--- config.mk ---
export PLATFORM = sky130hd
export DESIGN_NAME = reg_file
export DESIGN_NICKNAME = d
export VERILOG_FILES = /design/src/rtl/reg_file_pkg.sv /design/src/rtl/reg_file_scoreboard.sv /design/src/rtl/reg_file.sv
export SDC_FILE = /design/constraint.sdc
export NUM_CORES = 2
export LEC_CHECK = 0
export ABC_AREA = 1
export CAP_MARGIN = 20
export CORE_ASPECT_RATIO = 1.2
export CORE_MARGIN = 10
export CORE_UTILIZATION = 40
export DETAILED_ROUTE_END_ITERATION = 7
export RECOVER_POWER = 100
export SLEW_MARGIN = 20
export SYNTH_ARGS = -nofsm -noshare
export SYNTH_HDL_FRONTEND = slang
export SYNTH_SLANG_ARGS = --single-unit
--- constraint.sdc ---
create_clock -name clk -period 9.56 [get_ports clk]
set_clock_uncertainty 0.2 [all_clocks]
set_input_delay 1.434 -clock clk [delete_from_list [all_inputs] [get_ports clk]]
set_output_delay 1.434 -clock clk [all_outputs]
set_load 0.1 [all_outputs]
--- src/rtl/reg_file_pkg.sv ---
// Shared core package: datapath width, register addressing, opcode defines
// and a popcount helper used by the register scoreboard.
package reg_file_pkg;

  localparam int CORE_XLEN = 32;
  localparam int REG_AW    = 5;
  localparam logic [REG_AW-1:0] X0_IDX = 5'd0;

  localparam logic [6:0] OPC_LUI    = 7'b0110111;
  localparam logic [6:0] OPC_AUIPC  = 7'b0010111;
  localparam logic [6:0] OPC_JAL    = 7'b1101111;
  localparam logic [6:0] OPC_JALR   = 7'b1100111;
  localparam logic [6:0] OPC_BRANCH = 7'b1100011;
  localparam logic [6:0] OPC_LOAD   = 7'b0000011;
  localparam logic [6:0] OPC_STORE  = 7'b0100011;
  localparam logic [6:0] OPC_OP_IMM = 7'b0010011;
  localparam logic [6:0] OPC_OP     = 7'b0110011;

  function automatic logic [5:0] popcount32(input logic [31:0] v);
    logic [5:0] cnt;
    cnt = 6'd0;
    for (int i = 0; i < 32; i++) begin
      cnt = cnt + {5'd0, v[i]};
    end
    return cnt;
  endfunction

endpackage

--- src/rtl/reg_file_scoreboard.sv ---
// Pending-result scoreboard: tracks registers with outstanding writes, drives
// operand busy flags and the decode stall, and flags unexpected writebacks.
module reg_scoreboard
  import reg_file_pkg::*;
#(
  parameter int NREG = 32
) (
  input  logic              clk,
  input  logic              reset,
  input  logic              issue_valid_i,
  input  logic [REG_AW-1:0] issue_rd_i,
  input  logic [REG_AW-1:0] rs1_addr_i,
  input  logic [REG_AW-1:0] rs2_addr_i,
  input  logic              wb_valid_i,
  input  logic [REG_AW-1:0] wb_rd_i,
  output logic              rs1_busy_o,
  output logic              rs2_busy_o,
  output logic              stall_o,
  output logic [5:0]        pending_cnt_o,
  output logic              wb_err_o
);

  localparam int NSLOT = 2 ** REG_AW;

  logic [NSLOT-1:0] pending_q, pending_d;
  logic [NSLOT-1:0] eff_pending, wb_dec, set_dec, valid_mask;
  logic [5:0]       cnt_q, cnt_d;
  logic             err_q, err_d;
  logic             issue_fire, wb_fire;

  // x0 and slots beyond NREG can never become pending
  for (genvar gi = 0; gi < NSLOT; gi++) begin : g_mask
    if (gi == int'(X0_IDX) || gi >= NREG) begin : g_tied
      assign valid_mask[gi] = 1'b0;
    end else begin : g_live
      assign valid_mask[gi] = 1'b1;
    end
  end

  always_comb begin
    wb_fire = wb_valid_i && (wb_rd_i != X0_IDX);
    wb_dec  = '0;
    if (wb_valid_i) wb_dec[wb_rd_i] = 1'b1;

    // a writeback landing this cycle already resolves its register
    eff_pending = pending_q & ~wb_dec;
    rs1_busy_o  = eff_pending[rs1_addr_i];
    rs2_busy_o  = eff_pending[rs2_addr_i];
    stall_o     = issue_valid_i && (rs1_busy_o || rs2_busy_o || eff_pending[issue_rd_i]);

    issue_fire = issue_valid_i && !stall_o && (issue_rd_i != X0_IDX);
    set_dec    = '0;
    if (issue_fire) set_dec[issue_rd_i] = 1'b1;

    // set is OR-ed after the clear so a same-cycle reissue stays pending
    pending_d = ((pending_q & ~wb_dec) | set_dec) & valid_mask;
    cnt_d     = popcount32(pending_d);
    err_d     = err_q | (wb_fire && !pending_q[wb_rd_i]);
  end

  always_ff @(posedge clk) begin
    if (reset) begin
      pending_q <= '0;
      cnt_q     <= 6'd0;
      err_q     <= 1'b0;
    end else begin
      pending_q <= pending_d;
      cnt_q     <= cnt_d;
      err_q     <= err_d;
    end
  end

  assign pending_cnt_o = cnt_q;
  assign wb_err_o      = err_q;

endmodule

--- src/rtl/reg_file.sv ---
// Architectural register file with writeback bypass; hazard tracking is
// delegated to reg_scoreboard.
module reg_file
  import reg_file_pkg::*;
#(
  parameter int XLEN = CORE_XLEN,
  parameter int NREG = 32
) (
  input  logic              clk,
  input  logic              reset,
  input  logic              issue_valid_i,
  input  logic [REG_AW-1:0] issue_rd_i,
  input  logic [REG_AW-1:0] rs1_addr_i,
  input  logic [REG_AW-1:0] rs2_addr_i,
  output logic [XLEN-1:0]   rs1_data_o,
  output logic [XLEN-1:0]   rs2_data_o,
  output logic              rs1_busy_o,
  output logic              rs2_busy_o,
  output logic              stall_o,
  input  logic              wb_valid_i,
  input  logic [REG_AW-1:0] wb_rd_i,
  input  logic [XLEN-1:0]   wb_data_i,
  output logic [5:0]        pending_cnt_o,
  output logic              wb_err_o
);

  localparam int NSLOT = 2 ** REG_AW;

  logic [XLEN-1:0]  reg_bank [NSLOT];
  logic [NSLOT-1:0] wr_dec;
  logic             wb_fire;
  logic             byp1, byp2;

  assign wb_fire = wb_valid_i && (wb_rd_i != X0_IDX);

  always_comb begin
    wr_dec = '0;
    if (wb_fire) wr_dec[wb_rd_i] = 1'b1;
  end

  for (genvar gi = 0; gi < NSLOT; gi++) begin : g_reg
    if (gi == int'(X0_IDX) || gi >= NREG) begin : g_zero
      assign reg_bank[gi] = '0;
    end else begin : g_flop
      logic [XLEN-1:0] data_q, data_d;

      always_comb begin
        data_d = data_q;
        if (wr_dec[gi]) data_d = wb_data_i;
      end

      always_ff @(posedge clk) begin
        if (reset) data_q <= '0;
        else       data_q <= data_d;
      end

      assign reg_bank[gi] = data_q;
    end
  end

  always_comb begin
    byp1       = wb_fire && (wb_rd_i == rs1_addr_i);
    byp2       = wb_fire && (wb_rd_i == rs2_addr_i);
    rs1_data_o = byp1 ? wb_data_i : reg_bank[rs1_addr_i];
    rs2_data_o = byp2 ? wb_data_i : reg_bank[rs2_addr_i];
  end

  reg_scoreboard #(
    .NREG (NREG)
  ) u_scoreboard (
    .clk           (clk),
    .reset         (reset),
    .issue_valid_i (issue_valid_i),
    .issue_rd_i    (issue_rd_i),
    .rs1_addr_i    (rs1_addr_i),
    .rs2_addr_i    (rs2_addr_i),
    .wb_valid_i    (wb_valid_i),
    .wb_rd_i       (wb_rd_i),
    .rs1_busy_o    (rs1_busy_o),
    .rs2_busy_o    (rs2_busy_o),
    .stall_o       (stall_o),
    .pending_cnt_o (pending_cnt_o),
    .wb_err_o      (wb_err_o)
  );

endmodule

# After elaboration in Yosys (flattened, before gate mapping)

Index checks and enable logic that the tools add are counted.

Register bits: 1031
Bits of input ports: 56
Output and inout port bits: 74
Word-level logic and storage cells: 119

$add $sub $neg: 30
Order comparisons: 8
Eq/ne operators: 2
Mux-type cells: 23
Bitwise gates (word level): 6
Reductions and logical operators: 15

Operator list:

| kind                                                               | number |
|---|---|
| binary-select mux 32 bit (select 5 bit)                            | 2 |
| two-way mux 32 bit                                                 | 9 |
| adder 6 x 1 -> 6 bit                                               | 29 |
| bitwise AND 32 bit                                                 | 1 |
| inverter 32 bit                                                    | 1 |
| bitwise OR 32 bit                                                  | 1 |
| less-than comparator 5 x 6 -> 1 bit (second input constant)        | 4 |
| binary-select mux 1 bit (select 5 bit)                             | 4 |
| greater-or-equal comparator 6 bit (second input constant)          | 2 |
| inverter 5 -> 6 bit                                                | 2 |
| demux 1 bit (select 5 bit)                                         | 2 |
| == test 5 bit                                                      | 2 |
| greater-or-equal comparator 5 x 1 -> 1 bit (second input constant) | 2 |
| nonzero test 5 bit                                                 | 2 |
| logical AND 1 bit                                                  | 9 |
| two-way mux 1 bit                                                  | 6 |
| adder 1 x 1 -> 2 bit                                               | 1 |
| zero test 1 bit                                                    | 2 |
| logical OR 1 bit                                                   | 2 |
| bitwise OR 1 bit                                                   | 1 |

# Depth between registers and ports, before layout

Word-level depth: 47
Depth in mapped cells: 37

# By module

A second synthesis with hierarchy kept.

Cell total of the unflattened synthesis: 9831
Area, all modules: 61835.6 um2

Modules (own cells, without submodules):

| module         | times used | cells an instance | area each (um2) | seq. area each (um2) |
|---|---|---|---|---|
| reg_file       | 1          | 9184              | 57909.3         | 19859.0 |
| reg_scoreboard | 1          | 647               | 3926.3          | 760.7 |

# Least setup slack after synthesis

OpenSTA, ideal clock, no wires.

Path type: input to register
Start point: input wb_rd_i[0]
End point: register u_scoreboard.cnt_q[4], in the netlist u_scoreboard.pending_cnt_o[4]
Data arrival time: 7.566 ns
Data required time: 9.240 ns
Slack: 1.674 ns
Stages: 34
Path buffers: 3
Path through: buf_2 inv_2 nand2_1 nor2_4 nand2_1 nand2_1 nand2_1 nand3_1 nand3_1 nand3_1 nand2_1 nand2_1 nand2_2 nor2_4 buf_6 buf_8 nand3_2 nand2_1 ha_1 fa_1 fa_1 fa_1 fa_1 fa_1 inv_1 fa_1 inv_1 ha_1 inv_1 fa_1 o21bai_1 a21oi_1 o21ai_0 a21oi_1

Longest elaborated chain between the ends: 47
Elaborated cells on any way between the ends: 52

RTL lines:

| element                                                                                                                 | RTL line                  | RTL |
|---|---|---|
| start, declared                                                                                                         | reg_file.sv:21            | `input logic [REG_AW-1:0] wb_rd_i,` |
| less-than comparator 5 x 6 -> 1 bit (implied by the code) or greater-or-equal comparator 5 x 1 -> 1 bit (tied branches) | reg_file_scoreboard.sv:43 | `if (wb_valid_i) wb_dec[wb_rd_i] = 1'b1;` |
| logical AND 1 bit (implied by the code)                                                                                 | reg_file_scoreboard.sv:43 |  |
| two-way mux 1 bit (implied by the code)                                                                                 | reg_file_scoreboard.sv:43 |  |
| demux 1 bit (select 5 bit) *                                                                                            | reg_file_scoreboard.sv:43 |  |
| two-way mux 32 bit *                                                                                                    | reg_file_scoreboard.sv:43 |  |
| inverter 32 bit *                                                                                                       | reg_file_scoreboard.sv:46 | `eff_pending = pending_q & ~wb_dec;` |
| bitwise AND 32 bit *                                                                                                    | reg_file_scoreboard.sv:46 |  |
| binary-select mux 1 bit (select 5 bit) *                                                                                | reg_file_scoreboard.sv:48 | `rs2_busy_o = eff_pending[rs2_addr_i];` |
| (+1 left out)                                                                                                           | --                        |  |
| named net rs2_busy_o                                                                                                    | reg_file.sv:18            | `output logic rs2_busy_o,` |
| (+2 left out)                                                                                                           | --                        |  |
| logical AND 1 bit *                                                                                                     | reg_file_scoreboard.sv:49 | `stall_o = issue_valid_i && (rs1_busy_o \|\| rs2_busy_o \|\| eff_pending[issue_rd_i]);` |
| zero test 1 bit *                                                                                                       | reg_file_scoreboard.sv:51 | `issue_fire = issue_valid_i && !stall_o && (issue_rd_i != X0_IDX);` |
| logical AND 1 bit * (2 in a row)                                                                                        | reg_file_scoreboard.sv:51 |  |
| two-way mux 32 bit *                                                                                                    | reg_file_scoreboard.sv:53 | `if (issue_fire) set_dec[issue_rd_i] = 1'b1;` |
| bitwise OR 32 bit *                                                                                                     | reg_file_scoreboard.sv:56 | `pending_d = ((pending_q & ~wb_dec) \| set_dec) & valid_mask;` |
| named net u_scoreboard.pending_d[1]                                                                                     | reg_file_scoreboard.sv:25 | `logic [NSLOT-1:0] pending_q, pending_d;` |
| adder 1 x 1 -> 2 bit *                                                                                                  | reg_file_pkg.sv:23        | `cnt = cnt + {5'd0, v[i]};` |
| adder 6 x 1 -> 6 bit * (29 in a row)                                                                                    | reg_file_pkg.sv:23        |  |
| end signal, assigned                                                                                                    | reg_file_scoreboard.sv:68 | `cnt_q <= cnt_d;` |
| end, declared                                                                                                           | reg_file_scoreboard.sv:27 | `logic [5:0] cnt_q, cnt_d;` |

Mark *: on every way through the listed nets, which the timed path passes. The rest lies on a longest branch. The select of a mux whose other input is x is not followed.
A chain may end at the register's enable or synchronous reset.

# Worst setup path in the final report

Start point: input wb_rd_i[2]
End point: output rs1_data_o[6]

Longest elaborated chain between the ends: 4
Elaborated cells on any way between the ends: 5

RTL lines:

| element              | RTL line       | RTL |
|---|---|---|
| nonzero test 5 bit   | reg_file.sv:34 | `assign wb_fire = wb_valid_i && (wb_rd_i != X0_IDX);` |
| logical AND 1 bit    | reg_file.sv:34 |  |
| logical AND 1 bit *  | reg_file.sv:62 | `byp1 = wb_fire && (wb_rd_i == rs1_addr_i);` |
| two-way mux 32 bit * | reg_file.sv:64 | `rs1_data_o = byp1 ? wb_data_i : reg_bank[rs1_addr_i];` |
| end, declared        | reg_file.sv:15 | `output logic [XLEN-1:0] rs1_data_o,` |

Mark *: on every way between the ends. The rest lies on a longest branch, timed or not.

==> results.cfg <==
[timing]
period_minus_slack_ps = 9320
clock.fmax_mhz = 107
relSlewSlack = -2.12
setup_violations = 0
finalMaxSlewViolations = 1367
setup_tns_ps = 0
finalHoldViolCount = 0
tightest_slew_ps = 4670
min_period_over_period = 0.975
rsz0062_at_grt = no

[pwr]
p_per_area_mw_per_mm2 = 185
vdd_drop_max_uv = 144
power_mw = 10.6
leakagePower_nw = 20.2

[drt]
via_per_inst = 6.55
dr.pass1.iters = 7
vias = 57300
totalWireLength_um = 253000
drc = 0
ant_nets = 0
wl_per_cell_um = 28.9
drt_iter0_markers = 7987

[global_route]
antenna_found_initial = 10
grt_use_total = 0.332
first_global_vias = 53100
grt_max_degree = 258
grt_pass1_wl_um = 366000
overflow = 0

[floorplanning]
ios = 130
placementRows = 145
die_h_um = 416
die_width_um = 350
initial_core_util = 0.402
coreArea_mm2 = 0.130
die-area_mm2 = 0.146

[cts]
path_clk_slew_ps = 50
cts_tree = done
clockRootBuffer = clkbuf_16
htree_levels = 3
ctsHoldBuffers = 0
cts_inserted_buffers = 114
cts_num_sinks = 1030
clock_path_buffers = 3
post_cts_buffers = 0
cts_resized = 0
clk_latency_ps = 730

[synthesis]
ys_seq_area_frac = 0.394
yosysUniqueCellTypes = 45
ys_warn_count = 0
ys.flop_type = dfxtp_1
netlist_instances = 7373
syn_area_mm2 = 0.0523
async_reset_ff_frac = 0
avgSynthCellArea_um2 = 7.09
synth_fp_nets = 7461
synth-seq-cells = 1030
synth-edff-count = 0

[run_status]
status = finished with violations
violations = max-capacitance violations, max-slew violations

[worst_setup_path]
critical_path_arrival_ps = 7690
cp_slowest_cell = clkbuf_2
slowest_delay_ps = 1470
crit_path_max_fanout = 62
crit_path_start_kind = primary input
path_cells = dlygate4sd3_1 -> inv_2 -> nand2_1 -> buf_4 -> o21ai_0 -> inv_1 -> nand4_1 -> clkbuf_2 -> o21ai_0 -> clkbuf_1
required_ps = 7930
path_class = primary input to output pin
rrSetupSlack_ps = 2850
endpoint_kind = output pin
crit_top_cell = o21ai_0

[placed_design]
port_buffers = 129
gp_congestion = 0.898
dp_hpwl_um = 135000

[job]
maxCapViolCount = 20

[cells_and_area]
areaGrowthSynthToFinish_pct = 9.68
nets = 7044
n_fill_cell = 13200
drive_gt1_frac = 0.0565
layout_commonest_cell = o21ai_0
layout.cells.most_common_list = o21ai_0, a21oi_1, dfxtp_1, inv_1, nor2_1

[worst_hold_path]
holdCritPathClass = flip-flop to flip-flop
registers in the layout, indices dropped and copies added, names as in the netlist:
signal / flops
g.g_flop.data_q: 992
u_scoreboard.pending_q: 31
u_scoreboard.pending_cnt_o: 6
u_scoreboard.wb_err_o: 1
per-layer routing:
metal / vias to the layer above / track usage / share of wire
met2: 3954 / 0.498 / 0.42
met4: 6 / 0.183 / 0.061
met5: - / 0 / 0.00015
li1: 25500 / - / -
met1: 27000 / 0.432 / 0.39
met3: 869 / 0.0820 / 0.13
metrics by stage:
stage / cells / hold slack [ps] / utilization / area (um^2) / setup WS (ps)
3_5_place_dp: 8530 / 248 / 0.413 / 53800 / 421
5_1_grt: 8741 / 287 / 0.441 / 57300 / 358
6_report: 8748 / 250 / 0.441 / 57300 / 239
4_1_cts: 8739 / 256 / 0.444 / 57700 / 1160
2_1_floorplan: 7373 / 239 / - / 52300 / 1670
3_3_place_gp: 8530 / 243 / 0.413 / 53800 / 394
synth_stat cells, types with 8 or more instances:
cell / instances / area share
buf_2: 42 / 0.0040
o211ai_1: 178 / 0.026
ha_1: 9 / 0.0022
a21oi_1: 1481 / 0.14
nand2_2: 8 / 0.00096
nand2_1: 310 / 0.022
o22ai_1: 53 / 0.0063
nand3_1: 389 / 0.037
dfxtp_1: 1030 / 0.39
o221ai_1: 121 / 0.020
fa_1: 23 / 0.0088
a22oi_1: 24 / 0.0034
inv_2: 15 / 0.0011
clkbuf_1: 670 / 0.048
a221oi_1: 95 / 0.016
nor3_1: 14 / 0.0013
o21ai_0: 1830 / 0.18
buf_1: 87 / 0.0062
clkinv_1: 25 / 0.0018
o311ai_0: 26 / 0.0044
o2111ai_1: 48 / 0.0080
and2_1: 9 / 0.0011
inv_1: 417 / 0.030
nor2_1: 405 / 0.029
path summary, 6_finish.rpt:
kind / endpoint / cells past startpoint / start
min reg2reg: u_scoreboard.wb_err_o / 2 / u_scoreboard.wb_err_o
min: u_scoreboard.wb_err_o / 2 / u_scoreboard.wb_err_o
max reg2reg: u_scoreboard.pending_cnt_o[4] / 30 / u_scoreboard.pending_q[3]
max: rs1_data_o[6] / 10 / wb_rd_i[2]
power breakdown:
group	internal (mW)	total [mW]	switching, mW
Combinational	0.309	1.52	1.21
Clock	2.72	4.70	1.98
Sequential	4.35	4.38	0.0337
Total	7.38	10.6	3.22
layout make-up:
cell class                 count  area [um^2]  area share
timing repair buffer         271         1940      0.0339
multi-input combinational   5082        26900       0.470
clock buffer                 167         3300      0.0576
sequential                  1030        20600       0.360
antenna                        9         22.5    0.000393
inverter                     457         1760      0.0307
clock inverter                42          638      0.0111
tap                         1690         2110      0.0369
worst max-delay path, delay by kind of cell:
| kind | cells | cell delay [ps] |
|---|---|---|
| compound gates | 2 | 1550 |
| buf+inv | 6 | 3860 |
| simple gates | 2 | 770 |
cell families after synthesis:
| group | after synthesis | share of synthesized area |
|---|---|---|
| AOI/OAI and AO/OA | 3886 | 0.405 |
| buffers and inverters | 1261 | 0.0923 |
| and+or+nand+nor | 1156 | 0.0958 |
| DFF | 1030 | 0.394 |
| adders and majority gates | 32 | 0.0110 |
| xor gates and xnor gates | 8 | 0.00134 |
(Power assumes the default switching activity.)
